===== config.mk =====
export PLATFORM = sky130hd
export DESIGN_NAME = ham_pair_sequencer
export DESIGN_NICKNAME = d
export VERILOG_FILES = /design/src/rtl/ham_seq_pkg.sv /design/src/rtl/ham_pair_sequencer_ham16.sv /design/src/rtl/ham_pair_sequencer.sv
export SDC_FILE = /design/constraint.sdc
export NUM_CORES = 1
export LEC_CHECK = 0
export CAP_MARGIN = 40
export CORE_UTILIZATION = 30
export CTS_BUF_LIST = sky130_fd_sc_hd__clkbuf_4
export CTS_CLUSTER_DIAMETER = 60
export DETAILED_ROUTE_END_ITERATION = 8
export PLACE_DENSITY_LB_ADDON = 0.3
export SLEW_MARGIN = 10
export SYNTH_ARGS = -nofsm -noshare
export SYNTH_HDL_FRONTEND = slang
export SYNTH_HIERARCHICAL = 1
export SYNTH_SLANG_ARGS = --single-unit

===== constraint.sdc =====
create_clock -name clk -period 14.1 [get_ports clk]
set_input_delay 1.41 -clock clk [delete_from_list [all_inputs] [get_ports clk]]
set_output_delay 1.41 -clock clk [all_outputs]
set_load 0.01 [all_outputs]

===== src/rtl/ham_seq_pkg.sv =====
// Shared types and constants for the pairwise Hamming min/max sequencer.
package ham_seq_pkg;

  localparam int unsigned HAM_MAX = 16;
  localparam int unsigned DW      = 5;

  typedef enum logic [3:0] {
    IDLE,
    LDJ_HI,
    LDJ_LO,
    LDK_HI,
    LDK_LO,
    CMP,
    WR_MIN,
    WR_MAX,
    DONE
  } state_t;

endpackage


===== src/rtl/ham_pair_sequencer_ham16.sv =====
// Combinational Hamming distance between two 16-bit words (0..16).
module ham16
  import ham_seq_pkg::*;
(
  input  logic [15:0]   a_i,
  input  logic [15:0]   b_i,
  output logic [DW-1:0] dist_c_o
);

  logic [15:0] diff;

  assign diff = a_i ^ b_i;

  // Population count of the differing bits.
  always_comb begin
    dist_c_o = '0;
    for (int i = 0; i < 16; i++) begin
      dist_c_o = dist_c_o + DW'(diff[i]);
    end
  end

endmodule


===== src/rtl/ham_pair_sequencer.sv =====
// Walks all operand pairs in data memory, tracks min/max Hamming distance
// and the pairs that produced them, then writes both results back.
module ham_pair_sequencer
  import ham_seq_pkg::*;
#(
  parameter int unsigned NUM_WORDS = 32,
  parameter int unsigned BASE_ADDR = 0,
  parameter int unsigned MIN_ADDR  = 64,
  parameter int unsigned MAX_ADDR  = 65,
  parameter int unsigned AW        = 8,
  parameter int unsigned IW        = $clog2(NUM_WORDS)
) (
  input  logic          clk,
  input  logic          reset,
  output logic [AW-1:0] dm_addr,
  input  logic [7:0]    dm_rd_data,
  output logic          dm_wr_en,
  output logic [7:0]    dm_wr_data,
  output logic          done,
  output logic [DW-1:0] min_dist,
  output logic [DW-1:0] max_dist,
  output logic [IW-1:0] min_idx_a,
  output logic [IW-1:0] min_idx_b,
  output logic [IW-1:0] max_idx_a,
  output logic [IW-1:0] max_idx_b
);

  // One extra bit on the loop counters so k = NUM_WORDS-1 never wraps.
  localparam int unsigned CW     = IW + 1;
  localparam int unsigned LAST_K = NUM_WORDS - 1;
  localparam int unsigned LAST_J = NUM_WORDS - 2;

  state_t          state_q, state_d;
  logic [CW-1:0]   j_q, j_d, k_q, k_d;
  logic [15:0]     wj_q, wj_d, wk_q, wk_d;
  logic [DW-1:0]   min_q, min_d, max_q, max_d;
  logic [IW-1:0]   mina_q, mina_d, minb_q, minb_d;
  logic [IW-1:0]   maxa_q, maxa_d, maxb_q, maxb_d;
  logic [AW-1:0]   addr_q, addr_d;
  logic            wr_en_q, wr_en_d;
  logic [7:0]      wr_data_q, wr_data_d;
  logic            done_q, done_d;
  logic [DW-1:0]   dist_c;

  ham16 u_ham16 (
    .a_i      (wj_q),
    .b_i      (wk_q),
    .dist_c_o (dist_c)
  );

  // Next state, loop counters, operand latching, and registered bus decode.
  always_comb begin
    state_d   = state_q;
    j_d       = j_q;
    k_d       = k_q;
    wj_d      = wj_q;
    wk_d      = wk_q;
    min_d     = min_q;
    max_d     = max_q;
    mina_d    = mina_q;
    minb_d    = minb_q;
    maxa_d    = maxa_q;
    maxb_d    = maxb_q;
    addr_d    = '0;
    wr_en_d   = 1'b0;
    wr_data_d = wr_data_q;
    done_d    = 1'b0;

    unique case (state_q)
      IDLE:   state_d = LDJ_HI;
      LDJ_HI: begin
        wj_d[15:8] = dm_rd_data;
        state_d    = LDJ_LO;
      end
      LDJ_LO: begin
        wj_d[7:0] = dm_rd_data;
        state_d   = LDK_HI;
      end
      LDK_HI: begin
        wk_d[15:8] = dm_rd_data;
        state_d    = LDK_LO;
      end
      LDK_LO: begin
        wk_d[7:0] = dm_rd_data;
        state_d   = CMP;
      end
      CMP: begin
        // Strict compares: ties keep the earlier pair in scan order.
        if (dist_c < min_q) begin
          min_d  = dist_c;
          mina_d = j_q[IW-1:0];
          minb_d = k_q[IW-1:0];
        end
        if (dist_c > max_q) begin
          max_d  = dist_c;
          maxa_d = j_q[IW-1:0];
          maxb_d = k_q[IW-1:0];
        end
        if (k_q < CW'(LAST_K)) begin
          k_d     = k_q + CW'(1);
          state_d = LDK_HI;
        end else if (j_q < CW'(LAST_J)) begin
          j_d     = j_q + CW'(1);
          k_d     = j_q + CW'(2);
          state_d = LDJ_HI;
        end else begin
          state_d = WR_MIN;
        end
      end
      WR_MIN:  state_d = WR_MAX;
      WR_MAX:  state_d = DONE;
      DONE:    state_d = DONE;
      default: state_d = IDLE;
    endcase

    // Address/strobe are registered, so they are decoded from the next state.
    unique case (state_d)
      LDJ_HI: addr_d = AW'(BASE_ADDR) + AW'({j_d, 1'b0});
      LDJ_LO: addr_d = AW'(BASE_ADDR) + AW'({j_d, 1'b1});
      LDK_HI: addr_d = AW'(BASE_ADDR) + AW'({k_d, 1'b0});
      LDK_LO: addr_d = AW'(BASE_ADDR) + AW'({k_d, 1'b1});
      WR_MIN: begin
        addr_d    = AW'(MIN_ADDR);
        wr_en_d   = 1'b1;
        wr_data_d = 8'(min_d);
      end
      WR_MAX: begin
        addr_d    = AW'(MAX_ADDR);
        wr_en_d   = 1'b1;
        wr_data_d = 8'(max_d);
      end
      DONE:    done_d = 1'b1;
      default: addr_d = '0;
    endcase
  end

  // State and datapath registers with synchronous abort/restart.
  always_ff @(posedge clk) begin
    if (reset) begin
      state_q   <= IDLE;
      j_q       <= '0;
      k_q       <= CW'(1);
      wj_q      <= '0;
      wk_q      <= '0;
      min_q     <= DW'(HAM_MAX);
      max_q     <= '0;
      mina_q    <= '0;
      minb_q    <= '0;
      maxa_q    <= '0;
      maxb_q    <= '0;
      addr_q    <= '0;
      wr_en_q   <= 1'b0;
      wr_data_q <= '0;
      done_q    <= 1'b0;
    end else begin
      state_q   <= state_d;
      j_q       <= j_d;
      k_q       <= k_d;
      wj_q      <= wj_d;
      wk_q      <= wk_d;
      min_q     <= min_d;
      max_q     <= max_d;
      mina_q    <= mina_d;
      minb_q    <= minb_d;
      maxa_q    <= maxa_d;
      maxb_q    <= maxb_d;
      addr_q    <= addr_d;
      wr_en_q   <= wr_en_d;
      wr_data_q <= wr_data_d;
      done_q    <= done_d;
    end
  end

  assign dm_addr    = addr_q;
  assign dm_wr_en   = wr_en_q;
  assign dm_wr_data = wr_data_q;
  assign done       = done_q;
  assign min_dist   = min_q;
  assign max_dist   = max_q;
  assign min_idx_a  = mina_q;
  assign min_idx_b  = minb_q;
  assign max_idx_a  = maxa_q;
  assign max_idx_b  = maxb_q;

endmodule


Yosys cells after proc, flatten, opt, wreduce, memory -nomap -nowiden
Index checks and enable logic that the tools add are counted.

storage, ports and cells
  register bits after elaboration = 96
  output and inout bits = 48
  logic and storage cells = 78

cells by class
  add/sub/neg operators = 18
  $lt $le $gt $ge = 4
  eq/ne operators = 15
  multiplexer cells = 17
  bitwise logic cells = 1
  reductions and logical operators = 6

operator list
  operator               count
  $add A5 B1 Y5          14
  $pmux W7 S6            1
  $mux W6                6
  $pmux W4 S8            1
  $eq A4 B3 Y1 const B   7
  $mux W5                4
  $eq A4 B2 Y1 const B   4
  $pmux W8 S2            1
  $xor A16 B16 Y16       1
  $add A6 B1 Y6 const B  2
  $lt A6 B5 Y1 const B   2
  $eq A4 B1 Y1 const B   2
  $eq A4 B4 Y1 const B   2
  $add A6 B2 Y6 const B  1
  $mux W3                2
  $gt A5 B5 Y1           1
  $lt A5 B5 Y1           1
  $logic_not A4 Y1       1
  $reduce_and A2 Y1      2
  $reduce_or A2 Y1       2
  $add A1 B1 Y2          1
  $mux W1                2
  $reduce_bool A2 Y1     1

Logic depth before layout (Yosys ltp)
Gate-level depths: netlist of run 1.

  depth in word-level cells = 20
  gate-level depth with buffers = 20
  depth with buffers taken out = 18

Modules after synthesis
Netlist of run 1, hierarchy kept.

modules (own cells, without submodules)
  module              times used  cells an instance  area each (um^2)  sequential area each (um^2)
  ham_pair_sequencer  1           451                3,977.6           1,841.8
  ham16               1           47                 488.0             0.0

Least setup slack after synthesis of run 1
No wires, ideal clock.

  path kind = reg2reg
  start point = register wj_q[4]
  end point = register wr_data_q[3], in the netlist dm_wr_data[3]
  library setup time = 79 ps
  arrival time = 4,719 ps
  data required time = 14,021 ps
  path slack = 9,302 ps
  cell stages (with the launch flop) = 18
  path through = dfxtp_1 xor2_1 fa_1 fa_1 fa_1 inv_1 fa_1 inv_1 ha_1 inv_1 fa_1 xnor2_1 ha_1 a21o_1 a31oi_1 o21ai_2 mux2_4 a211oi_2

on the way
  word-level cells in the longest chain between the ends = 17
  elaborated cells on any way between the ends = 20
  classes of those cells = add/sub (12); order compare (2); mux (5); bitwise (1)

RTL lines
  item                                                 line                                                text
  start, declared                                      ham_pair_sequencer.sv:35                            logic [15:0] wj_q, wj_d, wk_q, wk_d;
  start signal, assigned                               ham_pair_sequencer.sv:159                           wj_q <= wj_d;
  $xor A16 B16 Y16 *                                   ham_pair_sequencer_ham16.sv:12                      assign diff = a_i ^ b_i;
  $add A5 B1 Y5 * (12 in series)                       ham_pair_sequencer_ham16.sv:18                      dist_c_o = dist_c_o + DW'(diff[i]);
  via dist_c[2]                                        ham_pair_sequencer.sv:43                            logic [DW-1:0] dist_c;
  $gt A5 B5 Y1 / $lt A5 B5 Y1 (equally long branches)  ham_pair_sequencer.sv:94, ham_pair_sequencer.sv:89
  $mux W5, on equally long branches                    ham_pair_sequencer.sv:94, ham_pair_sequencer.sv:89
  $mux W5                                              ham_pair_sequencer.sv:69                            unique case (state_q)
  $pmux W8 S2 *                                        ham_pair_sequencer.sv:117                           unique case (state_d)
  end signal, assigned                                 ham_pair_sequencer.sv:169                           wr_data_q <= wr_data_d;
  end, declared                                        ham_pair_sequencer.sv:41                            logic [7:0] wr_data_q, wr_data_d;

The timed path passes the listed nets; every way through them passes the cells marked *. The select of a mux whose other input is x is not followed.
A chain may end at the register's enable or synchronous reset.

Worst setup path in the final report of run 1
  start point = register wj_q[4]
  end point = register max_q[2], in the netlist max_dist[2]

on the way
  word-level cells in the longest chain between the ends = 16

RTL lines
  item                          line                            text
  $xor A16 B16 Y16              ham_pair_sequencer_ham16.sv:12
  $add A5 B1 Y5 (12 in series)  ham_pair_sequencer_ham16.sv:18
  via dist_c[3]                 ham_pair_sequencer.sv:43
  $gt A5 B5 Y1                  ham_pair_sequencer.sv:94        if (dist_c > max_q) begin
  $mux W5                       ham_pair_sequencer.sv:94
  $mux W5                       ham_pair_sequencer.sv:69
  end signal, assigned          ham_pair_sequencer.sv:162       max_q <= max_d;
  end, declared                 ham_pair_sequencer.sv:36        logic [DW-1:0] min_q, min_d, max_q, max_d;

The timed path passes the listed nets, and every way through them passes these cells.

==> flow_summary.toml, run 1 <==
[setup_path]
cp_max_fo = 16
crit_start = "wj_q[4]$_SDFFE_PP0P_"
crit_chain = "xor2_1 > fa_1 > fa_1 > fa_1 > inv_1 > fa_1 > inv_1 > ha_1 > a21o_1 > a21oi_2 > xnor2_1 > ha_1 > a211oi_1 > a21o_1 > mux2i_1 > nor2_1"
worstPathArrival_ns = 5.75
path_class = "flip-flop to flip-flop"
max_stage_delay_ns = 0.70
rr_startpoint = "wj_q[4]$_SDFFE_PP0P_"
cp-end-kind = "flip-flop"
critPathMostFrequentCell = "fa_1"
cp.required_ns = 14.46
cpMaxStageDelayCell = "a21o_1"
critPathLaunchType = "flip-flop"
reg2reg_slack_ns = 8.70

[synthesis]
ys_warn_count = 6
synth_edf_count = 0
synth_cell_types = 55
avgSynthCellArea_sq_um = 8.967
synth-seq-area-share_pct = 41.24
synth.ff_latch_count = 92
async_flop_share_pct = 0
syn-cell-area_sq_um = 4466
post_synth_inst_count = 498
synth_ff_type = "dfxtp_1"

[finish]
seqCellArea_sq_um = 1842
fillCellCount = 1500
area_delta_synth_final_pct = 17.96
nets = 572
multi_input_area_sq_um = 2364
final_util_pct = 36.24
drive_gt1_share_pct = 6.481
n_antenna_cell = 0

[global_routing]
grt_first_pass_wirelength_um = 17480
antenna_found_initial = 0
grt_pass1_vias = 3358
grt_overflow = 0
grt_max_degree = 86
gr-usage-all-layers_pct = 15.14

[sta]
timing.final.max_slew_violations = 0
max_freq_ghz = 0.1853
fin_crit_ns = 5.398
tns_ns = 0
worst_pin_slew_ns = 0.8921
slew_headroom_pct = 40.53
rsz0062_at_grt = "false"
hold_viol_final = 0
finalCritPeriodShare_pct = 38.28
setup_viol = 0
clock_skew_ns = 0.01434

[routing]
antenna_left = 0
vias = 3580
drt_wl_total_um = 10790
drt-vias-per-instance = 4.945
dr_wl_met2_um = 4987
drc_errors = 0
drt-wirelength-per-cell_um = 14.90
dr.pass1.iters = 5
wl_met1_um = 5106
dr_wl_met3_um = 536
dr.max_layer_used = "met4"
drt_iter0_markers = 288

[clock_network]
post_cts_resized = 0
cts_root_buffer = "clkbuf_4"
clock_sinks = 92
post_cts_buffers = 0
cts_buffers = 9
cts_tree = "done"
cts_buffer_depth = 2
htreeDepth = 3
hold_buffers = 0
path_clk_slew_ns = 0.15
worstSkewPairLatency_ns = 0.49

[die]
core_sq_um = 14530
pin_count = 58
die_h_um = 124.0
die_width_um = 124.0
rows = 44
die_area_sq_um = 15380
start_util_pct = 30.72

[pwr]
p_switching_uw = 164.6
clkPwrFrac_pct = 33.2
p_leak_uw = 0.002253
swShare_pct = 29.08
combinationalPowerShare_pct = 19.0
p_int_uw = 401.6
p_per_area_nw_per_um2 = 107.5
ir_drop_mv = 0.07800
seqPwrFrac_pct = 47.8

[run]
cap_violations = 0

[worst_hold_path]
min-delay-start = "wj_q[10]$_SDFFE_PP0P_"
hp-class = "flip-flop to flip-flop"

[place]
place_congestion = 0.7855
hpwl_um = 7576
port_buffers = 53

[status]
status = "complete, no violations"
[synth_stat cells, types with 3 or more instances]
| library cell | number | area share [%] |
|---|---|---|
| a31oi_1 | 4 | 0.56 |
| buf_2 | 8 | 0.90 |
| buf_4 | 5 | 0.84 |
| and3_1 | 4 | 0.56 |
| xnor2_1 | 5 | 0.98 |
| ha_1 | 17 | 4.8 |
| a21oi_1 | 46 | 5.2 |
| nand2_1 | 74 | 6.2 |
| nand3_1 | 9 | 1.0 |
| xor2_1 | 18 | 3.5 |
| a211oi_1 | 3 | 0.50 |
| mux2i_1 | 31 | 6.9 |
| nor2b_1 | 5 | 0.70 |
| buf_6 | 4 | 1.0 |
| and2_1 | 3 | 0.42 |
| clkbuf_1 | 14 | 1.2 |
| or3_1 | 3 | 0.42 |
| fa_1 | 10 | 4.5 |
| nor3_1 | 3 | 0.34 |
| nand2b_1 | 6 | 0.84 |
| o22ai_1 | 10 | 1.4 |
| a21o_1 | 5 | 0.84 |
| o21ai_0 | 6 | 0.67 |
| nor2_1 | 55 | 4.6 |
| dfxtp_1 | 92 | 41 |
| a211oi_2 | 3 | 0.84 |
| inv_1 | 22 | 1.8 |
[worst max-delay path, delay by kind of cell (launching register included)]
family          cells  cell delay, ns
fa+ha+maj           6            2.68
flops               1            0.37
simple gates        1            0.06
buf+inv             2            0.12
compound gates      4            1.28
mux                 1            0.29
xor+xnor            2            0.47
[placed cells by master, fill, tap and decap left out, drive strengths merged, types with 10 or more instances in the layout]
master and n:
clkdlybuf4s50 52, mux2i 31, a21oi 47, nor2 55, xor2 18, nand2 74
dfxtp 92, fa 10, ha 17, inv 24, o22ai 10
[area by class of cell]
cell class                 count  share of cell area [%]
clock buffer                   9                   1.283
sequential                    92                   34.96
multi-input combinational    353                   44.87
timing repair buffer          57                   10.64
inverter                      22                   1.568
clock inverter                 7                   2.304
tap                          184                   4.371
[worst paths after layout]
| check | endpoint | depth (start not counted) |
|---|---|---|
| max | max_dist[2]$_SDFF_PP0_ | 16 |
| min | wj_q[10]$_SDFFE_PP0P_ | 2 |
| max reg2reg | max_dist[2]$_SDFF_PP0_ | 16 |
| min reg2reg | wj_q[10]$_SDFFE_PP0P_ | 2 |
[stage by stage]
step / setup WS (ns) / instance area, sq um / hold WS, ns / total power (uW) / instances
2_1_floorplan: 9.302 / 4477 / 0.4478 / 356.4 / 501
3_3_place_gp: 8.691 / 5059 / 0.4538 / 379.9 / 706
3_5_place_dp: 8.739 / 5079 / 0.4582 / 384.5 / 708
4_1_cts: 8.679 / 5268 / 0.4786 / 574.2 / 724
5_1_grt: 8.405 / 5268 / 0.4925 / 601.8 / 724
6_report: 8.702 / 5268 / 0.4780 / 566.2 / 724
[cells by family after synthesis]
logic type | Yosys count | share of synthesized area, %
mux | 32 | 7.285
simple gates | 174 | 17.88
compound gates | 93 | 13.67
other cells | 1 | 0.08398
buf+inv | 56 | 6.080
flops | 92 | 41.24
xor+xnor | 23 | 4.511
fa+ha+maj | 27 | 9.246
[flip-flops by register name, indices dropped and copies added, names as in the netlist]
register / flops
wj_q: 16
wk_q: 16
dm_addr: 7
j_q: 6
k_q: 6
dm_wr_data: 5
max_dist: 5
max_idx_a: 5
max_idx_b: 5
min_dist: 5
min_idx_a: 5
min_idx_b: 5
state_q: 4
dm_wr_en: 1
done: 1
[layer usage]
| metal | GRT usage, % | vias to the layer above |
|---|---|---|
| li1 | - | 1745 |
| met1 | 20.12 | 1709 |
| met2 | 23.02 | 111 |
| met3 | 4.212 | 15 |
| met4 | 6.176 | 0 |
| met5 | 0 | - |
[power groups by stage]
stage	logic, uW	registers (uW)	clock network (uW)
after floorplan	81.7	275	0
after global placement	104	276	0
after detailed placement	108	276	0
after CTS	109	271	194
after global routing	125	272	205
final	108	271	188
Note: power is estimated with default switching activity, not from simulation.
==> run 2, diff against run 1 <==
==> constraint.sdc (replaced) <==
create_clock -name clk -period 5.57 [get_ports clk]
set_input_delay 0.557 -clock clk [delete_from_list [all_inputs] [get_ports clk]]
set_output_delay 0.557 -clock clk [all_outputs]
set_load 0.01 [all_outputs]
==> run 2 against run 1 <==
Against the previous run: total power is 140% higher; cell area is 0.43% lower; flip-flop and latch count stayed put; largest cell class unchanged.
==> flow_summary.toml, run 2 (synthesized netlist as in run 1, its figures left out) <==
[clock_network]
hold_buffers = 0
cts_tree = "done"
clock_sinks = 92
path_clk_slew_ns = 0.14
cts_buffer_depth = 2
cts_root_buffer = "clkbuf_4"
worstSkewPairLatency_ns = 0.44
cts_buffers = 9
htreeDepth = 3

[global_routing]
grt_max_degree = 85
gr-usage-all-layers_pct = 14.92
grt_overflow = 0
grt_first_pass_wirelength_um = 17500
grt_pass1_vias = 3501
antenna_found_initial = 0

[routing]
antenna_left = 0
drt-wirelength-per-cell_um = 14.68
drc_errors = 0
dr.pass1.iters = 5
drt-vias-per-instance = 4.928
drt_iter0_markers = 209
vias = 3578
drt_wl_total_um = 10660

[pwr]
power_uw = 1337
p_per_area_nw_per_um2 = 255.0
p_leak_uw = 0.002253
ir_drop_mv = 0.1108

[finish]
drive_gt1_share_pct = 6.827
n_antenna_cell = 0
final_common_cell = "dfxtp_1"
nets = 575
area_delta_synth_final_pct = 17.46
fillCellCount = 1545
mostFrequentLayoutCells = "92 x dfxtp_1, 74 x nand2_1, 55 x nor2_1, 52 x clkdlybuf4s50_1, 46 x a21oi_1"

[setup_path]
rr_startpoint = "wk_q[6]$_SDFFE_PP0P_"
r2r_end = "min_idx_a[3]$_SDFFE_PP0P_"
r2r_cells = 18
cp.required_ns = 5.87
cp_max_fo = 11
critPathLaunchType = "flip-flop"
path_class = "flip-flop to flip-flop"
worstPathArrival_ns = 5.51
cp-end-kind = "flip-flop"
reg2reg_slack_ns = 0.36

[sta]
hold_viol_final = 0
clock_skew_ns = 0.01540
timing.final.max_slew_violations = 0
fin_crit_ns = 5.210
setup_viol = 0
fin_ws_ns = 0.3604
slew_headroom_pct = 42.14
max_freq_ghz = 0.1920
rsz0062_at_grt = "false"
tns_ns = 0
finalCritPeriodShare_pct = 93.53
worst_pin_slew_ns = 0.8678

[run]
cap_violations = 0

[place]
pre_cts_ws_ns = 0.1394
port_buffers = 53
place_congestion = 0.8297
hpwl_um = 7704

[die]
die_h_um = 124.0
die_area_sq_um = 15380
core_sq_um = 14530
die_width_um = 124.0
pin_count = 58
rows = 44
start_util_pct = 30.72

[worst_hold_path]
hold-path-endpoint = "wj_q[4]$_SDFFE_PP0P_"
min-delay-start = "wj_q[4]$_SDFFE_PP0P_"
hp-class = "flip-flop to flip-flop"
min_path_cells = 2

[status]
status = "complete, no violations"
[run 2: per-stage QoR]
| stage | instances | hold WS, ns | cell area, sq um | util (%) |
|---|---|---|---|---|
| after floorplan | 501 | 0.4478 | 4477 | - |
| after global placement | 707 | 0.4545 | 5079 | 34.94 |
| after detailed placement | 709 | 0.4593 | 5089 | 35.01 |
| after CTS | 724 | 0.4679 | 5223 | 35.93 |
| after global routing | 726 | 0.4550 | 5245 | 36.09 |
| final | 726 | 0.4755 | 5245 | 36.09 |
[run 2: cell type report]
class	instances	area, sq um	area share [%]
clock inverter	4	51.30	0.9781
clock buffer	11	82.58	1.574
inverter	22	82.58	1.574
tap	184	230.2	4.389
timing repair buffer	60	585.6	11.16
sequential	92	1842	35.11
multi-input combinational	353	2371	45.21
[run 2: worst max-delay path: stages (launching register included)]
cell and delay (ns):
dfxtp_1 0.38, xor2_1 0.19, fa_1 0.47, fa_1 0.52
fa_1 0.55, inv_1 0.06, fa_1 0.47, inv_1 0.07
ha_1 0.17, inv_1 0.06, fa_1 0.42, xnor2_2 0.18
ha_1 0.30, a21o_1 0.11, a31oi_1 0.07, o21ai_2 0.45
buf_4 0.34, mux2i_1 0.21, nor2_1 0.05
[run 2: power breakdown]
| group | leakage, uW | switching [uW] | internal, uW |
|---|---|---|---|
| clock | 0.0000745 | 220 | 145 |
| combinational | 0.00143 | 165 | 122 |
| sequential | 0.000744 | 13.2 | 672 |
[run 2: timing repair]
action	CTS	global route
endpoints found under the setup margin	0	18
setup buffers	0	2
resized for setup	0	1
[run 2: how the worst max path moves through the flow]
stage	start	slack, ns	endpoint	depth (start not counted)
after floorplan	wj_q[4]$_SDFFE_PP0P_	0.77	dm_wr_data[3]$_SDFFE_PP0P_	17
after global placement	wj_q[3]$_SDFFE_PP0P_	0.21	min_dist[3]$_SDFF_PP0_	18
after detailed placement	wk_q[3]$_SDFFE_PP0P_	0.14	min_idx_b[1]$_SDFFE_PP0P_	18
after CTS	wk_q[3]$_SDFFE_PP0P_	0.09	min_idx_a[3]$_SDFFE_PP0P_	18
after global routing	wj_q[3]$_SDFFE_PP0P_	0.05	min_idx_a[1]$_SDFFE_PP0P_	18
final	wk_q[6]$_SDFFE_PP0P_	0.36	min_idx_a[3]$_SDFFE_PP0P_	18
[run 2: per-layer routing]
metal / vias to the layer above / wire, um / global-route usage [%]
met3: 4 / 494 / 3.938
met2: 90 / 5176 / 24.79
met4: 0 / 69 / 5.060
li1: 1753 / - / -
met1: 1731 / 4920 / 18.64
met5: - / 0 / 0
